## config.mk

```make
export PLATFORM = sky130hd
export DESIGN_NAME = kernel_pass_sequencer_flat
export DESIGN_NICKNAME = d
export VERILOG_FILES = /design/src/rtl/kernel_pass_sequencer_if.sv /design/src/rtl/kernel_pass_sequencer.sv /design/src/flat_wrapper.sv
export SDC_FILE = /design/constraint.sdc
export NUM_CORES = 1
export LEC_CHECK = 0
export CAP_MARGIN = 5
export CORE_UTILIZATION = 58
export DETAILED_ROUTE_END_ITERATION = 7
export GPL_TIMING_DRIVEN = 1
export PLACE_DENSITY = 0.93
export SYNTH_ARGS = -nofsm -noshare
export SYNTH_HDL_FRONTEND = slang
export SYNTH_SLANG_ARGS = --single-unit
```

## constraint.sdc

```tcl
create_clock -name clk -period 5.1 [get_ports clk]
set_input_delay 0.51 -clock clk [delete_from_list [all_inputs] [get_ports clk]]
set_output_delay 0.51 -clock clk [all_outputs]
set_load 0.01 [all_outputs]
```

## src/rtl/kernel_pass_sequencer_if.sv

```systemverilog
// Window/write-back handshake bundle between the pass sequencer and the filter datapath.
// The master modport is the sequencer side; the slave modport is the datapath side.
interface kernel_pass_sequencer_if #(
  parameter int ADDR_W = 9
);
  logic              mode;
  logic              start;
  logic              busy;
  logic [2:0]        op;
  logic [1:0]        win_size;
  logic [4:0]        win_row;
  logic [4:0]        win_col;
  logic [ADDR_W-1:0] win_addr;
  logic              win_valid;
  logic              win_ready;
  logic              wb_req;
  logic              wb_ack;
  logic              done;

  modport master (
    input  mode, start, win_ready, wb_ack,
    output busy, op, win_size, win_row, win_col, win_addr, win_valid, wb_req, done
  );

  modport slave (
    output mode, start, win_ready, wb_ack,
    input  busy, op, win_size, win_row, win_col, win_addr, win_valid, wb_req, done
  );
endinterface

```

## src/rtl/kernel_pass_sequencer.sv

```systemverilog
// Steps the image filter through its ordered passes, issuing column-major window positions per pass.
// Latency: start->first window 1 cycle, 1 position/cycle; backpressure: window held until win_ready, wb_req held until wb_ack.
module kernel_pass_sequencer #(
  parameter int IMG_DIM = 20,
  parameter int ADDR_W  = 9
) (
  input  logic                    clk,
  input  logic                    reset,
  kernel_pass_sequencer_if.master bus
);

  localparam int POS_W = 5;
  localparam logic [POS_W-1:0] MAX_POS = POS_W'(IMG_DIM - 1);

  typedef enum logic [1:0] {
    S_IDLE = 2'd0,
    S_SCAN = 2'd1,
    S_WB   = 2'd2
  } state_e;

  typedef enum logic [2:0] {
    OP_IDLE  = 3'd0,
    OP_MED   = 3'd1,
    OP_GAU   = 3'd2,
    OP_SOBEL = 3'd3,
    OP_NMAX  = 3'd4,
    OP_HYST  = 3'd5,
    OP_QUANT = 3'd6
  } op_e;

  typedef struct packed {
    logic [POS_W-1:0] row;
    logic [POS_W-1:0] col;
  } pos_t;

  state_e            state_q, state_d;
  logic              mode_q, mode_d;
  logic [2:0]        pass_q, pass_d;
  op_e               op_q, op_d;
  logic [1:0]        size_q, size_d;
  pos_t              pos_q, pos_d;
  logic [ADDR_W-1:0] addr_q, addr_d;
  logic              valid_q, valid_d;
  logic              wb_req_q, wb_req_d;
  logic              busy_q, busy_d;
  logic              done_q, done_d;
  logic [POS_W-1:0]  lim;

  // Pass order per mode: 0 = EDGE, 1 = COLOR.
  function automatic op_e pass_op(input logic m, input logic [2:0] idx);
    op_e r;
    r = OP_IDLE;
    if (!m) begin
      case (idx)
        3'd0:    r = OP_MED;
        3'd1:    r = OP_GAU;
        3'd2:    r = OP_SOBEL;
        3'd3:    r = OP_NMAX;
        3'd4:    r = OP_HYST;
        default: r = OP_IDLE;
      endcase
    end else begin
      case (idx)
        3'd0:    r = OP_GAU;
        3'd1:    r = OP_MED;
        3'd2:    r = OP_QUANT;
        default: r = OP_IDLE;
      endcase
    end
    return r;
  endfunction

  function automatic logic [1:0] op_size(input op_e o);
    logic [1:0] s;
    case (o)
      OP_GAU:             s = 2'd2;
      OP_QUANT, OP_IDLE:  s = 2'd0;
      default:            s = 2'd1;
    endcase
    return s;
  endfunction

  function automatic logic [2:0] last_pass(input logic m);
    return m ? 3'd2 : 3'd4;
  endfunction

  // Last legal top-left coordinate is IMG_DIM-K, with K = 2*win_size+1.
  assign lim = MAX_POS - POS_W'({size_q, 1'b0});

  always_comb begin
    state_d  = state_q;
    mode_d   = mode_q;
    pass_d   = pass_q;
    op_d     = op_q;
    size_d   = size_q;
    pos_d    = pos_q;
    valid_d  = valid_q;
    wb_req_d = wb_req_q;
    busy_d   = busy_q;
    done_d   = 1'b0;

    case (state_q)
      S_IDLE: begin
        if (bus.start) begin
          state_d = S_SCAN;
          mode_d  = bus.mode;
          pass_d  = 3'd0;
          op_d    = pass_op(bus.mode, 3'd0);
          size_d  = op_size(op_d);
          pos_d   = '0;
          valid_d = 1'b1;
          busy_d  = 1'b1;
        end
      end

      S_SCAN: begin
        if (valid_q && bus.win_ready) begin
          if (pos_q.row < lim) begin
            pos_d.row = pos_q.row + 5'd1;
          end else if (pos_q.col < lim) begin
            pos_d.row = '0;
            pos_d.col = pos_q.col + 5'd1;
          end else begin
            state_d  = S_WB;
            valid_d  = 1'b0;
            wb_req_d = 1'b1;
          end
        end
      end

      S_WB: begin
        if (bus.wb_ack) begin
          wb_req_d = 1'b0;
          pos_d    = '0;
          if (pass_q == last_pass(mode_q)) begin
            state_d = S_IDLE;
            done_d  = 1'b1;
            busy_d  = 1'b0;
            op_d    = OP_IDLE;
            size_d  = 2'd0;
          end else begin
            state_d = S_SCAN;
            pass_d  = pass_q + 3'd1;
            op_d    = pass_op(mode_q, pass_d);
            size_d  = op_size(op_d);
            valid_d = 1'b1;
          end
        end
      end

      default: state_d = S_IDLE;
    endcase

    // Address follows the next position so the registered value never lags row/col.
    addr_d = ADDR_W'(pos_d.row) * ADDR_W'(IMG_DIM) + ADDR_W'(pos_d.col);
  end

  always_ff @(posedge clk or negedge reset) begin
    if (!reset) begin
      state_q  <= S_IDLE;
      mode_q   <= 1'b0;
      pass_q   <= 3'd0;
      op_q     <= OP_IDLE;
      size_q   <= 2'd0;
      pos_q    <= '0;
      addr_q   <= '0;
      valid_q  <= 1'b0;
      wb_req_q <= 1'b0;
      busy_q   <= 1'b0;
      done_q   <= 1'b0;
    end else begin
      state_q  <= state_d;
      mode_q   <= mode_d;
      pass_q   <= pass_d;
      op_q     <= op_d;
      size_q   <= size_d;
      pos_q    <= pos_d;
      addr_q   <= addr_d;
      valid_q  <= valid_d;
      wb_req_q <= wb_req_d;
      busy_q   <= busy_d;
      done_q   <= done_d;
    end
  end

  assign bus.busy      = busy_q;
  assign bus.op        = op_q;
  assign bus.win_size  = size_q;
  assign bus.win_row   = pos_q.row;
  assign bus.win_col   = pos_q.col;
  assign bus.win_addr  = addr_q;
  assign bus.win_valid = valid_q;
  assign bus.wb_req    = wb_req_q;
  assign bus.done      = done_q;

endmodule

```

## src/flat_wrapper.sv

```systemverilog
// flat-port wrapper written by rule: the top's interface ports become plain ports
module kernel_pass_sequencer_flat 
#(
  parameter int IMG_DIM = 20,
  parameter int ADDR_W  = 9
)
  (clk, reset, bus_mode, bus_start, bus_win_ready, bus_wb_ack, bus_busy, bus_op, bus_win_size, bus_win_row, bus_win_col, bus_win_addr, bus_win_valid, bus_wb_req, bus_done);
  kernel_pass_sequencer_if #(.ADDR_W(ADDR_W)) bus_i ();
  input  logic clk;
  input  logic reset;
  input wire logic [$bits(bus_i.mode)-1:0] bus_mode;
  input wire logic [$bits(bus_i.start)-1:0] bus_start;
  input wire logic [$bits(bus_i.win_ready)-1:0] bus_win_ready;
  input wire logic [$bits(bus_i.wb_ack)-1:0] bus_wb_ack;
  output wire logic [$bits(bus_i.busy)-1:0] bus_busy;
  output wire logic [$bits(bus_i.op)-1:0] bus_op;
  output wire logic [$bits(bus_i.win_size)-1:0] bus_win_size;
  output wire logic [$bits(bus_i.win_row)-1:0] bus_win_row;
  output wire logic [$bits(bus_i.win_col)-1:0] bus_win_col;
  output wire logic [$bits(bus_i.win_addr)-1:0] bus_win_addr;
  output wire logic [$bits(bus_i.win_valid)-1:0] bus_win_valid;
  output wire logic [$bits(bus_i.wb_req)-1:0] bus_wb_req;
  output wire logic [$bits(bus_i.done)-1:0] bus_done;
  assign bus_i.mode = bus_mode;
  assign bus_i.start = bus_start;
  assign bus_i.win_ready = bus_win_ready;
  assign bus_i.wb_ack = bus_wb_ack;
  assign bus_busy = bus_i.busy;
  assign bus_op = bus_i.op;
  assign bus_win_size = bus_i.win_size;
  assign bus_win_row = bus_i.win_row;
  assign bus_win_col = bus_i.win_col;
  assign bus_win_addr = bus_i.win_addr;
  assign bus_win_valid = bus_i.win_valid;
  assign bus_wb_req = bus_i.wb_req;
  assign bus_done = bus_i.done;
  kernel_pass_sequencer #(.IMG_DIM(IMG_DIM), .ADDR_W(ADDR_W)) u_core (.clk(clk), .reset(reset), .bus(bus_i));
endmodule
```

==> metrics.cfg, run 1 <==
[status]
run_status = finished clean

[setup_path]
timing.critical_path.fanout_max = 5
startpoint_type_of_the_worst_setup_path = flip-flop
critPathKind = flip-flop to flip-flop
worst-endpoint-arrival_ns = 4.17
worstPathRequired_ns = 5.37
cp-end-kind = flip-flop

[final_layout]
insertedDiodeCount = 0
layout.filler_cells = 246
finalNetCount = 281
drive_gt1_frac = 0.129
area_delta_synth_final_pct = 19.6
layout.cells.most_common_list = 33 x sky130_fd_sc_hd__clkdlybuf4s50_1, 32 x sky130_fd_sc_hd__dfrtp_1, 24 x sky130_fd_sc_hd__ha_1, 21 x sky130_fd_sc_hd__nand2_1, 14 x sky130_fd_sc_hd__a21oi_1
finalCoreUtilization = 0.743
stdcell_area_um2 = 2540
mostFrequentLayoutCell = sky130_fd_sc_hd__clkdlybuf4s50_1
instances_no_fill = 295

[die]
dieWidth_um = 62.5
total_die_area_um2 = 3900
rows = 21
initial_utilization = 0.621
die_height_um = 62.5
pin_count = 34
fp.coreArea_um2 = 3420

[clock_network]
post_cts.resized_instances = 0
clk_root_buffer_cell = sky130_fd_sc_hd__clkbuf_4
clkTransAtPathRegs_ns = 0.11
cts_hold_repair.buffers = 0
cts.repair_timing.setup_buffer_count = 0
tritoncts.num_buffers = 5
clock_insertion_delay_at_the_later_pin_of_the_skew_report_ns = 0.35
clkSinkCount = 32
clock_tree_from_tritoncts = yes
clockBufferDepth = 2
cts-htree-levels = 2

[timing]
slew-limit-headroom = 0.617
timing.fmax_mhz = 257
setup_viol_count_final = 0
fin_crit_sh = 0.764
rsz0062_at_grt = no
report.final.slew_viol_count = 0
worstMarginPinSlew_ns = 0.572
setup_tns_ns = 0
final_period_minus_worst_setup_slack_ns = 3.89
clock_skew_ns = 0.0122
fin_ws_ns = 1.21
finalHoldViolations = 0

[detailed_routing]
remaining_drc_errors = 0
routed_via_density = 5.96
routed_wirelength_mm = 4.54
drt.antenna.violating_nets = 0
firstDrtPassIters = 4
vias = 1758
wl_per_cell_um = 15.4
dr.first_iter.drc_count = 154

[place]
dpl_worst_slack_ns = 1.21
detailed_place_hpwl_mm = 3.37
dp_cells = 288
port-buffer-count = 33
place.gp.congestion = 0.924
postPlaceCellArea_um2 = 2470

[power_and_ir_drop]
peakVddDrop_v = 0.000304
p_leak_nw = 1.15
p_per_area_nw_per_um2 = 453

[global_routing]
gr-total-overflow = 0
pin_count_of_the_biggest_net_entering_global_routing = 33
grt_first_pass_wirelength_mm = 7.91
antenna_found_initial = 0
first_global_vias = 1795
grt_util_overall = 0.258

[synth]
ys.warnings.count = 0
postSynth.topFlopCell = sky130_fd_sc_hd__dfrtp_1
ys_types = 56
ys_seq_area_frac = 0.377
syn_nets = 246
async_flop_share = 1.00
synthesis.instances = 214
synthDominantCellAreaShare = 0.377
synthesis.area_um2 = 2120
number_of_enable_type_register_cells_in_the_synthesized_netlist = 0
ys_ff_latch = 32
synth_top_cell_by_area = sky130_fd_sc_hd__dfrtp_1
post_synth_main_area_contributors = sky130_fd_sc_hd__dfrtp_1 38%, sky130_fd_sc_hd__ha_1 14%, sky130_fd_sc_hd__nand2_1 3.7%, sky130_fd_sc_hd__a21oi_1 3.3%, sky130_fd_sc_hd__o21ai_0 2.8%
synth.avg_cell_area_um2 = 9.92

[hold_path]
min_path_type = flip-flop to flip-flop

[job]
max_cap_violations = 0

[path summary, 6_finish.rpt]
path | slack (ns) | cells past startpoint | start | endpoint
worst max-delay path | 1.21 | 15 | u_core.bus.win_size[1] | u_core.bus.win_addr[8]
worst min-delay path | 0.49 | 2 | u_core.bus.op[2] | u_core.bus.op[2]
worst max register to register | 1.21 | 15 | u_core.bus.win_size[1] | u_core.bus.win_addr[8]
worst min register to register | 0.49 | 2 | u_core.bus.op[2] | u_core.bus.op[2]
max in group asynchronous | 4.25 | 2 | reset | u_core.bus.win_col[3]
min in group asynchronous | 0.55 | 2 | reset | u_core.bus.op[0]
[synthesized netlist by cell type (all sizes together), types with 3 or more instances]
cell,number
nand2,21
o21ai,18
and3,3
nor2,10
inv,13
ha,24
xor2,3
nand2b,4
buf,6
dfrtp,32
a21oi,18
o22ai,4
nor3,3
a21o,3
a31oi,4
nand3,9
mux2i,3
xnor2,3
[through the flow]
step	power, mW	hold slack, ns
3_3_place_gp	0.960	0.463
4_1_cts	1.16	0.497
2_1_floorplan	0.775	0.214
3_5_place_dp	0.987	0.474
5_1_grt	1.24	0.514
6_report	1.15	0.490
[worst max-delay path, stage by stage, from the launching register on]
cell,delay [ns]
sky130_fd_sc_hd__dfrtp_1,0.43
sky130_fd_sc_hd__inv_1,0.16
sky130_fd_sc_hd__ha_1,0.27
sky130_fd_sc_hd__a21oi_1,0.19
sky130_fd_sc_hd__a21oi_2,0.10
sky130_fd_sc_hd__a2111oi_0,0.42
sky130_fd_sc_hd__o31ai_1,0.17
sky130_fd_sc_hd__a32o_2,0.28
sky130_fd_sc_hd__ha_1,0.29
sky130_fd_sc_hd__ha_1,0.17
sky130_fd_sc_hd__inv_1,0.06
sky130_fd_sc_hd__fa_1,0.40
sky130_fd_sc_hd__or2_2,0.30
sky130_fd_sc_hd__o21a_1,0.11
sky130_fd_sc_hd__o32ai_1,0.30
sky130_fd_sc_hd__xor2_1,0.17
[report_power, final]
part           internal (mW)  switching [mW]  leakage, nW
Sequential             0.324          0.0763        0.403
Clock                 0.0781          0.0892       0.0374
Combinational          0.288           0.294        0.711
Total                  0.690           0.460         1.15
[final cells by class]
class                   instances  area, um^2  share of cell area
clock buffers                   7        65.1              0.0256
inverters                      13        51.3              0.0202
multi-input cells             163        1230               0.483
flip-flops and latches         32         801               0.315
well taps                      46        57.6              0.0227
repair buffers                 34         338               0.133
[metal layers]
layer,vias up,wire length [um],GRT usage
li1,855,-,-
met1,837,1860,0.298
met2,57,2330,0.457
met3,9,270,0.0602
met4,0,75,0.108
met5,-,0,0
[cells by family (layout without fill, tap and decap cells)]
family	Yosys count	in the layout	share of synthesized area
compound gates	67	67	0.231
simple gates	60	60	0.143
flops	32	32	0.377
fa+ha+maj	26	26	0.160
buf+inv	19	54	0.0448
xor+xnor	6	6	0.0248
mux	4	4	0.0195
[state kept, by name, indices dropped and copies added, names as in the netlist, named ones only]
signal and flops:
u_core.bus.op 3, u_core.bus.busy 1, u_core.bus.done 1, u_core.mode_q 1
u_core.bus.win_addr 7, u_core.bus.win_col 3, u_core.state_q 2, u_core.bus.win_size 2
u_core.bus.win_valid 1, u_core.bus.win_row 5, u_core.bus.wb_req 1, u_core.pass_q 3
Power figures use the tool's default switching activity.
==> run 2, diff against run 1 <==
CORE_UTILIZATION = 54   (was 58)
PLACE_DENSITY = 0.88   (was 0.93)
clock period = 3.7 ns   (was 5.1 ns; I/O delays follow)
==> run 2 against run 1 <==
Compared with the run above:
- maximum frequency grew 5.7%
- clock skew shrank 0.0047 ns
- non-clock buffer count grew 22
- routed wire length grew 26%
- count of clock-buffer cells in the layout shrank 1
- clock power grew 70%
- largest cell class unchanged
- sequential power grew 38%
- largest power group unchanged
- cell area grew 14%
- flip-flop and latch count is the same
- critical path depth shrank 1
- worst hold slack lost 0.00079 ns
==> metrics.cfg, run 2 (same netlist as run 1, synthesis figures left out) <==
[detailed_routing]
firstDrtPassIters = 4
wl_per_cell_um = 17.9
drt.antenna.violating_nets = 0
vias = 1928
routed_wirelength_mm = 5.72
routed_via_density = 6.03
remaining_drc_errors = 0
dr.first_iter.drc_count = 147

[clock_network]
clkTransAtPathRegs_ns = 0.07
cts_hold_repair.buffers = 0
clock_tree_from_tritoncts = yes
clkSinkCount = 32
clockBufferDepth = 2
clock_insertion_delay_at_the_later_pin_of_the_skew_report_ns = 0.29
tritoncts.num_buffers = 5
cts-htree-levels = 2
clk_root_buffer_cell = sky130_fd_sc_hd__clkbuf_8

[place]
port-buffer-count = 33
dp_cells = 302
detailed_place_hpwl_mm = 3.75
place.gp.congestion = 0.874

[setup_path]
r2r-start = u_core.bus.win_size[1]
critical_path.max_stage_delay_ns = 0.47
path_buf_inv = 3
critPathMostFrequentCell = sky130_fd_sc_hd__a21oi_2
worstPathRequired_ns = 3.90
critPathKind = flip-flop to flip-flop
crit_family = compound AO/OA/AOI/OAI gates
crit_chain = inv_4, ha_4, a21oi_2, a21oi_2, a211oi_4, a21oi_4, buf_4, a31o_2, ha_1, inv_1, fa_2, or2_4, o32ai_4, xor2_1
rrSetupSlack_ns = 0.01
cp-end-kind = flip-flop
worstReg2RegEnd = u_core.bus.win_addr[8]
worst-endpoint-arrival_ns = 3.89
timing.critical_path.fanout_max = 6
critical-path-slowest-cell = sky130_fd_sc_hd__fa_2
reg2reg_depth = 14
startpoint_type_of_the_worst_setup_path = flip-flop

[die]
pin_count = 34
rows = 22
total_die_area_um2 = 4180
fp.coreArea_um2 = 3720
dieWidth_um = 64.7
die_height_um = 64.7
initial_utilization = 0.571

[power_and_ir_drop]
switching_share = 0.400
peakVddDrop_v = 0.000466
clock_power_share = 0.148
logic_pwr_share = 0.565
pnr_total_power_mw = 1.92
power.switching_mw = 0.767
intPower_mw = 1.15
p_leak_nw = 1.29
p_per_area_nw_per_um2 = 663
power.sequential.fraction = 0.287

[global_routing]
first_global_vias = 1952
grt_util_overall = 0.288
pin_count_of_the_biggest_net_entering_global_routing = 33
antenna_found_initial = 0
gr-total-overflow = 0
grt_first_pass_wirelength_mm = 9.05

[final_layout]
finalNetCount = 303
area_delta_synth_final_pct = 36.1
drive_gt1_frac = 0.290
instances_no_fill = 320
layout.cells.most_common_list = 33 x sky130_fd_sc_hd__clkdlybuf4s50_1, 31 x sky130_fd_sc_hd__dfrtp_1, 23 x sky130_fd_sc_hd__buf_4, 21 x sky130_fd_sc_hd__nand2_1, 19 x sky130_fd_sc_hd__ha_1
largest_reg_flops = 7
insertedDiodeCount = 0
mostFrequentLayoutCell = sky130_fd_sc_hd__clkdlybuf4s50_1

[job]
max_cap_violations = 0

[timing]
setup_tns_ns = 0
setup_viol_count_final = 0
final_period_minus_worst_setup_slack_ns = 3.69
worstMarginPinSlew_ns = 0.474
fin_crit_sh = 0.996
slew-limit-headroom = 0.683
finalHoldViolations = 0
report.final.slew_viol_count = 0
clock_skew_ns = 0.00748
timing.fmax_mhz = 271

[status]
run_status = finished clean

[hold_path]
min_path_type = input port to asynchronous set/reset pin

[run 2: cell count changes in the layout (fill, tap and decap cells not counted), moves of 3 or more]
cell                       before  now
sky130_fd_sc_hd__a21oi_1       14   10
sky130_fd_sc_hd__buf_4          1   23
sky130_fd_sc_hd__clkbuf_4       5    0
sky130_fd_sc_hd__clkbuf_8       2    6
sky130_fd_sc_hd__ha_1          24   19
sky130_fd_sc_hd__ha_4           0    3
sky130_fd_sc_hd__o21ai_0       12    9
sky130_fd_sc_hd__o21ai_2        0    3
[run 2: power by group through the flow]
stage | Clock [mW] | Sequential (mW) | Combinational (mW)
floorplan | 0 | 0.564 | 0.505
global placement | 0 | 0.538 | 0.846
detailed placement | 0 | 0.544 | 0.883
CTS | 0.286 | 0.539 | 0.963
global route | 0.300 | 0.561 | 1.18
finish | 0.284 | 0.550 | 1.08
[run 2: worst max-delay path by stage]
stage,startpoint,end,depth (start not counted)
floorplan,u_core.bus.win_row[1],u_core.bus.win_addr[8],14
global placement,u_core.bus.win_size[1],u_core.bus.win_addr[8],16
detailed placement,u_core.bus.win_size[1],u_core.bus.win_addr[8],15
CTS,u_core.bus.win_size[1],u_core.bus.win_addr[8],16
global route,u_core.bus.win_size[1],u_core.bus.win_addr[8],15
finish,u_core.bus.win_size[1],u_core.bus.win_addr[8],14
[run 2: worst reg2reg max path: stages, from the launching register on]
cell,delay (ns)
sky130_fd_sc_hd__dfrtp_2,0.45
sky130_fd_sc_hd__inv_4,0.12
sky130_fd_sc_hd__ha_4,0.22
sky130_fd_sc_hd__a21oi_2,0.21
sky130_fd_sc_hd__a21oi_2,0.12
sky130_fd_sc_hd__a211oi_4,0.33
sky130_fd_sc_hd__a21oi_4,0.15
sky130_fd_sc_hd__buf_4,0.16
sky130_fd_sc_hd__a31o_2,0.25
sky130_fd_sc_hd__ha_1,0.31
sky130_fd_sc_hd__inv_1,0.07
sky130_fd_sc_hd__fa_2,0.47
sky130_fd_sc_hd__or2_4,0.27
sky130_fd_sc_hd__o32ai_4,0.28
sky130_fd_sc_hd__xor2_1,0.19
[run 2: repair_timing]
item                                    4_1_cts  5_1_grt
buffers inserted                              4        6
resized for setup                            18       18
hold endpoints to repair                      0        0
pin swaps                                     5       18
endpoints found under the setup margin        1        2
[run 2: metal layers]
layer,part of all wire,vias up,track usage,routed length [um]
met1,0.38,929,0.326,2200
met5,0,-,0,0
met2,0.51,78,0.484,2940
met4,0.052,0,0.214,298
met3,0.048,29,0.0511,276
li1,-,892,-,-
[run 2: through the flow]
step	utilization	instance area, um^2	hold WS (ns)	setup WS, ns
global route	0.777	2890	0.521	-0.0785
CTS	0.743	2760	0.505	0.0124
finish	0.777	2890	0.490	0.0138
detailed placement	0.691	2570	0.484	-0.193
global placement	0.691	2570	0.469	0.00588
floorplan	-	2120	0.0744	0.181
[run 2: cell type report]
type / count / area, um^2
tap: 48 / 60.1
fill: 227 / 827
multi-input combinational: 163 / 1380
inverter: 13 / 53.8
clock inverter: 2 / 10.0
timing repair buffer: 56 / 503
clock buffer: 6 / 82.6
sequential: 32 / 802
